File: config.mk
export PLATFORM = sky130hd
export DESIGN_NAME = nbit_demux1x2_buffered
export DESIGN_NICKNAME = d
export VERILOG_FILES = /design/src/rtl/nbit_demux1x2_buffered.sv
export SDC_FILE = /design/constraint.sdc
export NUM_CORES = 1
export LEC_CHECK = 0
export BUFFER_PORTS_ARGS = -buffer_cell sky130_fd_sc_hd__clkbuf_2
export CAP_MARGIN = 30
export CORE_MARGIN = 1
export CORE_UTILIZATION = 45
export DETAILED_ROUTE_END_ITERATION = 8
export PLACE_DENSITY_LB_ADDON = 0.12
export RECOVER_POWER = 100
export SYNTH_ARGS = -nofsm -noshare
export SYNTH_HDL_FRONTEND = slang
export SYNTH_SLANG_ARGS = --single-unit
File: constraint.sdc
create_clock -name clk -period 4.65 [get_ports clk]
set_input_delay 0.465 -clock clk [delete_from_list [all_inputs] [get_ports clk]]
set_output_delay 0.465 -clock clk [all_outputs]
set_load 0.05 [all_outputs]
File: src/rtl/nbit_demux1x2_buffered.sv
// nbit_demux1x2_buffered
// Steers one N-bit source stream to destination A (in_sel=0) or B (in_sel=1).
// Each destination owns a 2-entry FIFO with valid/ready on both sides.
//
// Handshake: a beat moves across an interface on the rising clk edge where
// both valid and ready are high. The source must hold in_data/in_valid while
// in_ready is low (in_sel may change; the new select's readiness applies).
// in_ready depends only on the registered occupancy of the selected FIFO, so
// a full FIFO being popped in the same cycle still refuses the beat.
module nbit_demux1x2_buffered #(
    parameter int N = 32
) (
    input  logic         clk,
    input  logic         rst,
    input  logic [N-1:0] in_data,
    input  logic         in_sel,
    input  logic         in_valid,
    output logic         in_ready,
    output logic [N-1:0] a_data,
    output logic         a_valid,
    input  logic         a_ready,
    output logic [1:0]   a_count,
    output logic [N-1:0] b_data,
    output logic         b_valid,
    input  logic         b_ready,
    output logic [1:0]   b_count
);

    // A FIFO storage and pointers
    logic [N-1:0] r_a_mem [2];
    logic         r_a_wr;
    logic         r_a_rd;
    logic [1:0]   r_a_cnt;

    // B FIFO storage and pointers
    logic [N-1:0] r_b_mem [2];
    logic         r_b_wr;
    logic         r_b_rd;
    logic [1:0]   r_b_cnt;

    logic w_a_has_room;
    logic w_b_has_room;
    logic w_push_a;
    logic w_push_b;
    logic w_pop_a;
    logic w_pop_b;

    // Readiness and transfer qualifiers, all from registered occupancy
    always_comb begin
        w_a_has_room = (r_a_cnt < 2'd2);
        w_b_has_room = (r_b_cnt < 2'd2);
        in_ready     = in_sel ? w_b_has_room : w_a_has_room;
        w_push_a     = in_valid && in_ready && !in_sel;
        w_push_b     = in_valid && in_ready &&  in_sel;
        w_pop_a      = a_valid && a_ready;
        w_pop_b      = b_valid && b_ready;
    end

    // Output views: head entry and non-empty flag of each FIFO
    always_comb begin
        a_data  = r_a_mem[r_a_rd];
        a_valid = (r_a_cnt != 2'd0);
        a_count = r_a_cnt;
        b_data  = r_b_mem[r_b_rd];
        b_valid = (r_b_cnt != 2'd0);
        b_count = r_b_cnt;
    end

    // A FIFO: write on push, advance read on pop, 1-bit pointers wrap 1 -> 0
    always_ff @(posedge clk or posedge rst) begin
        if (rst) begin
            r_a_mem[0] <= '0;
            r_a_mem[1] <= '0;
            r_a_wr     <= 1'b0;
            r_a_rd     <= 1'b0;
            r_a_cnt    <= 2'd0;
        end else begin
            if (w_push_a) begin
                r_a_mem[r_a_wr] <= in_data;
                r_a_wr          <= ~r_a_wr;
            end
            if (w_pop_a) begin
                r_a_rd <= ~r_a_rd;
            end
            if (w_push_a && !w_pop_a) begin
                r_a_cnt <= r_a_cnt + 2'd1;
            end else if (w_pop_a && !w_push_a) begin
                r_a_cnt <= r_a_cnt - 2'd1;
            end
        end
    end

    // B FIFO: same structure as A
    always_ff @(posedge clk or posedge rst) begin
        if (rst) begin
            r_b_mem[0] <= '0;
            r_b_mem[1] <= '0;
            r_b_wr     <= 1'b0;
            r_b_rd     <= 1'b0;
            r_b_cnt    <= 2'd0;
        end else begin
            if (w_push_b) begin
                r_b_mem[r_b_wr] <= in_data;
                r_b_wr          <= ~r_b_wr;
            end
            if (w_pop_b) begin
                r_b_rd <= ~r_b_rd;
            end
            if (w_push_b && !w_pop_b) begin
                r_b_cnt <= r_b_cnt + 2'd1;
            end else if (w_pop_b && !w_push_b) begin
                r_b_cnt <= r_b_cnt - 2'd1;
            end
        end
    end

endmodule
==> results of run 1 <==
through the flow:
stage                     cell area [sq um]  utilization [%]
after CTS                              7236            56.19
after detailed placement               6714            52.14
after global routing                   6978            54.19
after global placement                 6666            51.77
final                                  6978            54.19
after floorplan                        6050                -
per-layer routing:
layer	track usage [%]	wire length (um)	up-vias
met3	5.523	551	18
met5	0	0	-
met4	9.135	236	0
met2	26.91	5204	73
met1	25.30	5503	1723
li1	-	-	1557
path summary, 6_finish.rpt:
path	endpoint	slack (ns)
min in group clk	r_a_mem[24]	0.31
setup / recovery	r_a_mem[47]	1.25
setup reg to reg	r_a_mem[47]	1.25
hold / removal	r_b_mem[52]	0.21
max in group asynchronous	r_a_mem[47]	3.31
hold reg to reg	r_a_mem[28]	0.48
final cells by class:
cell class,instances,area (sq um),share of cell area [%]
Clock inverter,3,15.01,0.2152
Inverter,3,16.27,0.2331
Sequential cell,136,3403,48.77
Multi-Input combinational cell,217,2354,33.73
Timing Repair Buffer,111,467.9,6.706
Tap cell,172,215.2,3.084
Clock buffer,28,506.7,7.262
worst max-delay path, cell delays in order (launching register included):
cell	delay [ns]
dfrtp_1	0.42
or3b_1	0.45
nor2_1	1.11
clkbuf_1	0.88
mux2_2	0.42
kinds of logic (layout without fill, tap and decap cells):
logic type	count (synthesis)	count (layout)	synth area share, %
adders and majority gates	2	2	0.4136
DFF	136	136	56.26
and+or+nand+nor	12	12	1.220
muxes	193	193	37.77
buffers and inverters	24	145	2.896
xor gates and xnor gates	10	10	1.448
synthesized netlist by cell type:
| library cell | count |
|---|---|
| mux2_2 | 160 |
| dfrtp_1 | 136 |
| mux2_4 | 30 |
| buf_2 | 7 |
| clkbuf_1 | 7 |
| xnor2_1 | 6 |
| buf_12 | 4 |
| xor2_1 | 4 |
| buf_4 | 3 |
| nand2_1 | 3 |
| nor2_1 | 3 |
| ha_1 | 2 |
| inv_1 | 2 |
| mux2_1 | 2 |
| or2_2 | 2 |
| and2_4 | 1 |
| inv_2 | 1 |
| mux2i_1 | 1 |
| nand3b_1 | 1 |
| nor2_4 | 1 |
| or3b_4 | 1 |
sequential cells by signal, summed over array words and instances (netlist names):
register,flops
a_count,2
r_a_rd,1
r_b_mem,64
r_a_mem,64
b_count,2
r_b_wr,1
r_a_wr,1
r_b_rd,1
==> impl_metrics.tcl, run 1 <==
set metrics [dict create \
    run_status "finished with violations" \
    violations "max-capacitance violations, max-slew violations" \
    insertedDiodeCount 0 \
    coreArea_sq_um 12880 \
    yosysTopAreaCell "dfrtp_1" \
    vias_per_cell 5.031 \
    reg2reg_depth 4 \
    numCtsBuffers 17 \
    tightest_slew_ns 1.741 \
    synth_cells 377 \
    area_delta_synth_final_pct 15.35 \
    fin_cells 670 \
    synthDistinctLibCells 21 \
    synth_area_sq_um 6050 \
    rsz0062_at_grt "no" \
    final_cell_mix "158 x mux2_2, 136 x dfrtp_1, 79 x clkbuf_1" \
    cap_violations 5 \
    rows 41 \
    cts_tree "done" \
    vias 3371 \
    place.gp.congestion 0.6644 \
    post_cts_resized 0 \
    drive_above_1_share_pct 45.38 \
    yosys_warnings 0 \
    postRouteAntennaNets 0 \
    fmax_ghz 0.2943 \
    grt-ovfl-total 0 \
    clk_path_buf_depth 2 \
    ys_ff_latch 136 \
    start_util_pct 46.98 \
    port-buffer-count 108 \
    die_h_um 117.9 \
    wl_per_cell_um 17.16 \
    yosysSeqAreaShare_pct 56.26 \
    worstSkewPairLatency_ns 0.42 \
    cts-root-buf "clkbuf_16" \
    netlist_top_cells_area "dfrtp_1 56%, mux2_2 30%, mux2_4 7.4%" \
    fin_setup_tns_ns 0 \
    grt_pass1_wl_mm 19.36 \
    ios 109 \
    setup_viol 0 \
    grt_max_degree 90 \
    crit_required_ns 4.95 \
    htreeDepth 4 \
    hold_viol 0 \
    crit-reg2reg-launch "a_count[1]" \
    cts_sinks 136 \
    cts_setup_buffers 0 \
    cts_hold_buf 0 \
    synth_top_area_share_pct 56.26 \
    setup_slack_ns 1.252 \
    skew_ns 0.005108 \
    final_max_slew_viol_count 157 \
    crit_start "a_count[1]" \
    drt_pass1_iterations 4 \
    min_period_ns 3.398 \
    finalWirelength_mm 11.50 \
    crit_type "register to register" \
    pre_cts_ws_ns 2.462 \
    arrival_ns 3.70 \
    syn_nets 417 \
    period_share_pct 73.08 \
    drt_iter0_markers 128 \
    worstHoldPathType "primary input to async pin" \
    die_area_sq_um 13910 \
    fin_nets 526 \
    track_usage_pct 18.58 \
    final_common_cell "mux2_2" \
    grt_pass1_vias 3595 \
    crit_path_start_kind "register" \
    crit_path_end_kind "register" \
    syn_area_per_cell_sq_um 16.05 \
    hold_slack_ns 0.2063 \
    place_inst 639 \
    final.fill_count 1151 \
    drcViolationCount 0 \
    hpwl_mm 7.122 \
    clkTransAtPathRegs_ns 0.05 \
    relSlewSlack_pct -16.10 \
    antenna_found_initial 0 \
    die_w_um 117.9 \
    critPathMaxFanout 17 \
]
Power of run 1 is not shown: default switching activity piles up to over one toggle a cycle in this logic, so the estimate is an artifact.
==> inputs of run 2 (changes only) <==
==> constraint.sdc (replaced) <==
create_clock -name clk -period 3.15 [get_ports clk]
set_input_delay 0.315 -clock clk [delete_from_list [all_inputs] [get_ports clk]]
set_output_delay 0.315 -clock clk [all_outputs]
set_load 0.05 [all_outputs]
==> run 2 against run 1 <==
  * The flow still finishes with violations (max-capacitance violations, max-slew violations)
  * Non-clock buffer count rose by 3
  * Sequential cell count did not move
  * Clock skew barely moved
  * Sequential share of layout area fell by 0.17 points
  * Fmax rose by 36%
  * Via count rose by 2.1%
  * Global-route usage fell by 0.22 points
  * Wire length rose by 0.53%
  * Critical path depth did not move
  * Design area rose by 0.43%
  * Clock-buffer cell count fell by 1
==> impl_metrics.tcl, run 2 (synthesized netlist as in run 1, its figures left out) <==
set metrics [dict create \
    clkTransAtPathRegs_ns 0.05 \
    wl_per_cell_um 17.20 \
    grt_pass1_vias 3751 \
    htreeDepth 4 \
    vias_per_cell 5.122 \
    final_cell_mix "160 x mux2_2, 134 x dfrtp_1, 79 x clkbuf_1" \
    skew_ns 0.004751 \
    hold_viol 0 \
    crit_required_ns 3.44 \
    rr_endpoint "r_b_mem[30]" \
    worstSkewPairLatency_ns 0.41 \
    post_cts_resized 0 \
    port-buffer-count 108 \
    period_share_pct 79.52 \
    grt_pass1_wl_mm 19.62 \
    setup_viol 0 \
    cts_setup_buffers 0 \
    violations "max-capacitance violations, max-slew violations" \
    crit_path_start_kind "register" \
    numCtsBuffers 17 \
    fin_cells 672 \
    clk_path_buf_depth 2 \
    fin_nets 529 \
    fin_setup_tns_ns 0 \
    tightest_slew_ns 1.646 \
    crit_type "register to register" \
    cts_hold_buf 0 \
    fin_area_sq_um 7008 \
    crit-reg2reg-launch "b_count[1]" \
    ios 109 \
    cts_tree "done" \
    dpl_cell_area_sq_um 6703 \
    area_delta_synth_final_pct 15.84 \
    worstHoldPathType "primary input to async pin" \
    cap_violations 2 \
    fmax_ghz 0.3992 \
    grt_max_degree 57 \
    place_inst 642 \
    rrSetupSlack_ns 0.65 \
    rsz0062_at_grt "no" \
    largestRegisters "r_a_mem: 64 flops, r_b_mem: 64 flops" \
    die_w_um 117.9 \
    vias 3442 \
    drt_iter0_markers 110 \
    grt-ovfl-total 0 \
    run_status "finished with violations" \
    crit_path_end_kind "register" \
    track_usage_pct 18.36 \
    start_util_pct 46.98 \
    drt_pass1_iterations 4 \
    relSlewSlack_pct -9.716 \
    postRouteAntennaNets 0 \
    coreArea_sq_um 12880 \
    cts-root-buf "clkbuf_16" \
    final_max_slew_viol_count 66 \
    rows 41 \
    cts_sinks 136 \
    antenna_found_initial 0 \
    drive_above_1_share_pct 46.80 \
    arrival_ns 2.79 \
    die_h_um 117.9 \
    drcViolationCount 0 \
    min_period_ns 2.505 \
    place.gp.congestion 0.6867 \
    hpwl_mm 7.435 \
    die_area_sq_um 13910 \
    reg2reg_depth 4 \
    critPathMaxFanout 32 \
    insertedDiodeCount 0 \
    finalWirelength_mm 11.56 \
    final_common_cell "mux2_2" \
]
==> run 2: worst max-delay path by stage <==
stage                    start          end  slack (ns)  depth (start not counted)
floorplan                  rst   a_count[0]        1.14                          1
global placement    a_count[1]  r_a_mem[29]        1.12                          4
detailed placement  a_count[1]  r_a_mem[29]        1.09                          4
CTS                     r_a_rd    a_data[3]        0.75                          2
global route        b_count[1]  r_b_mem[13]        0.40                          4
finish              b_count[1]  r_b_mem[30]        0.65                          4
==> run 2: layout make-up <==
type	count	area, sq um
clock inverter	3	15.01
timing repair buffer	114	480.5
sequential	136	3406
tap	172	215.2
multi-input combinational	217	2366
inverter	3	12.51
clock buffer	27	513.0
fill	1168	5868
==> run 2: critical path: stages, from the launching register on <==
cell and delay (ns):
dfrtp_1 0.42, nand3b_1 0.27, inv_1 0.12, nand2_1 0.92, mux2_2 0.65
==> run 2: per-layer routing <==
metal	wire (um)	part of all wire, %	vias to the layer above	GRT usage [%]
li1	-	-	1564	-
met4	218	1.9	0	7.933
met1	5126	44	1783	23.18
met3	487	4.2	18	4.797
met2	5725	50	77	29.71
met5	0	0	-	0
==> run 2: per-stage QoR <==
step                      utilization [%]  hold WS, ns  setup slack, ns
final                               54.43       0.1258           0.6450
after global routing                54.43       0.1612           0.3983
after CTS                           56.16      0.02095           0.7474
after detailed placement            52.06       0.4672            1.091
after global placement              52.06       0.4618            1.122
after floorplan                         -       0.4497            1.142
Power of run 2 is left out for the same reason.
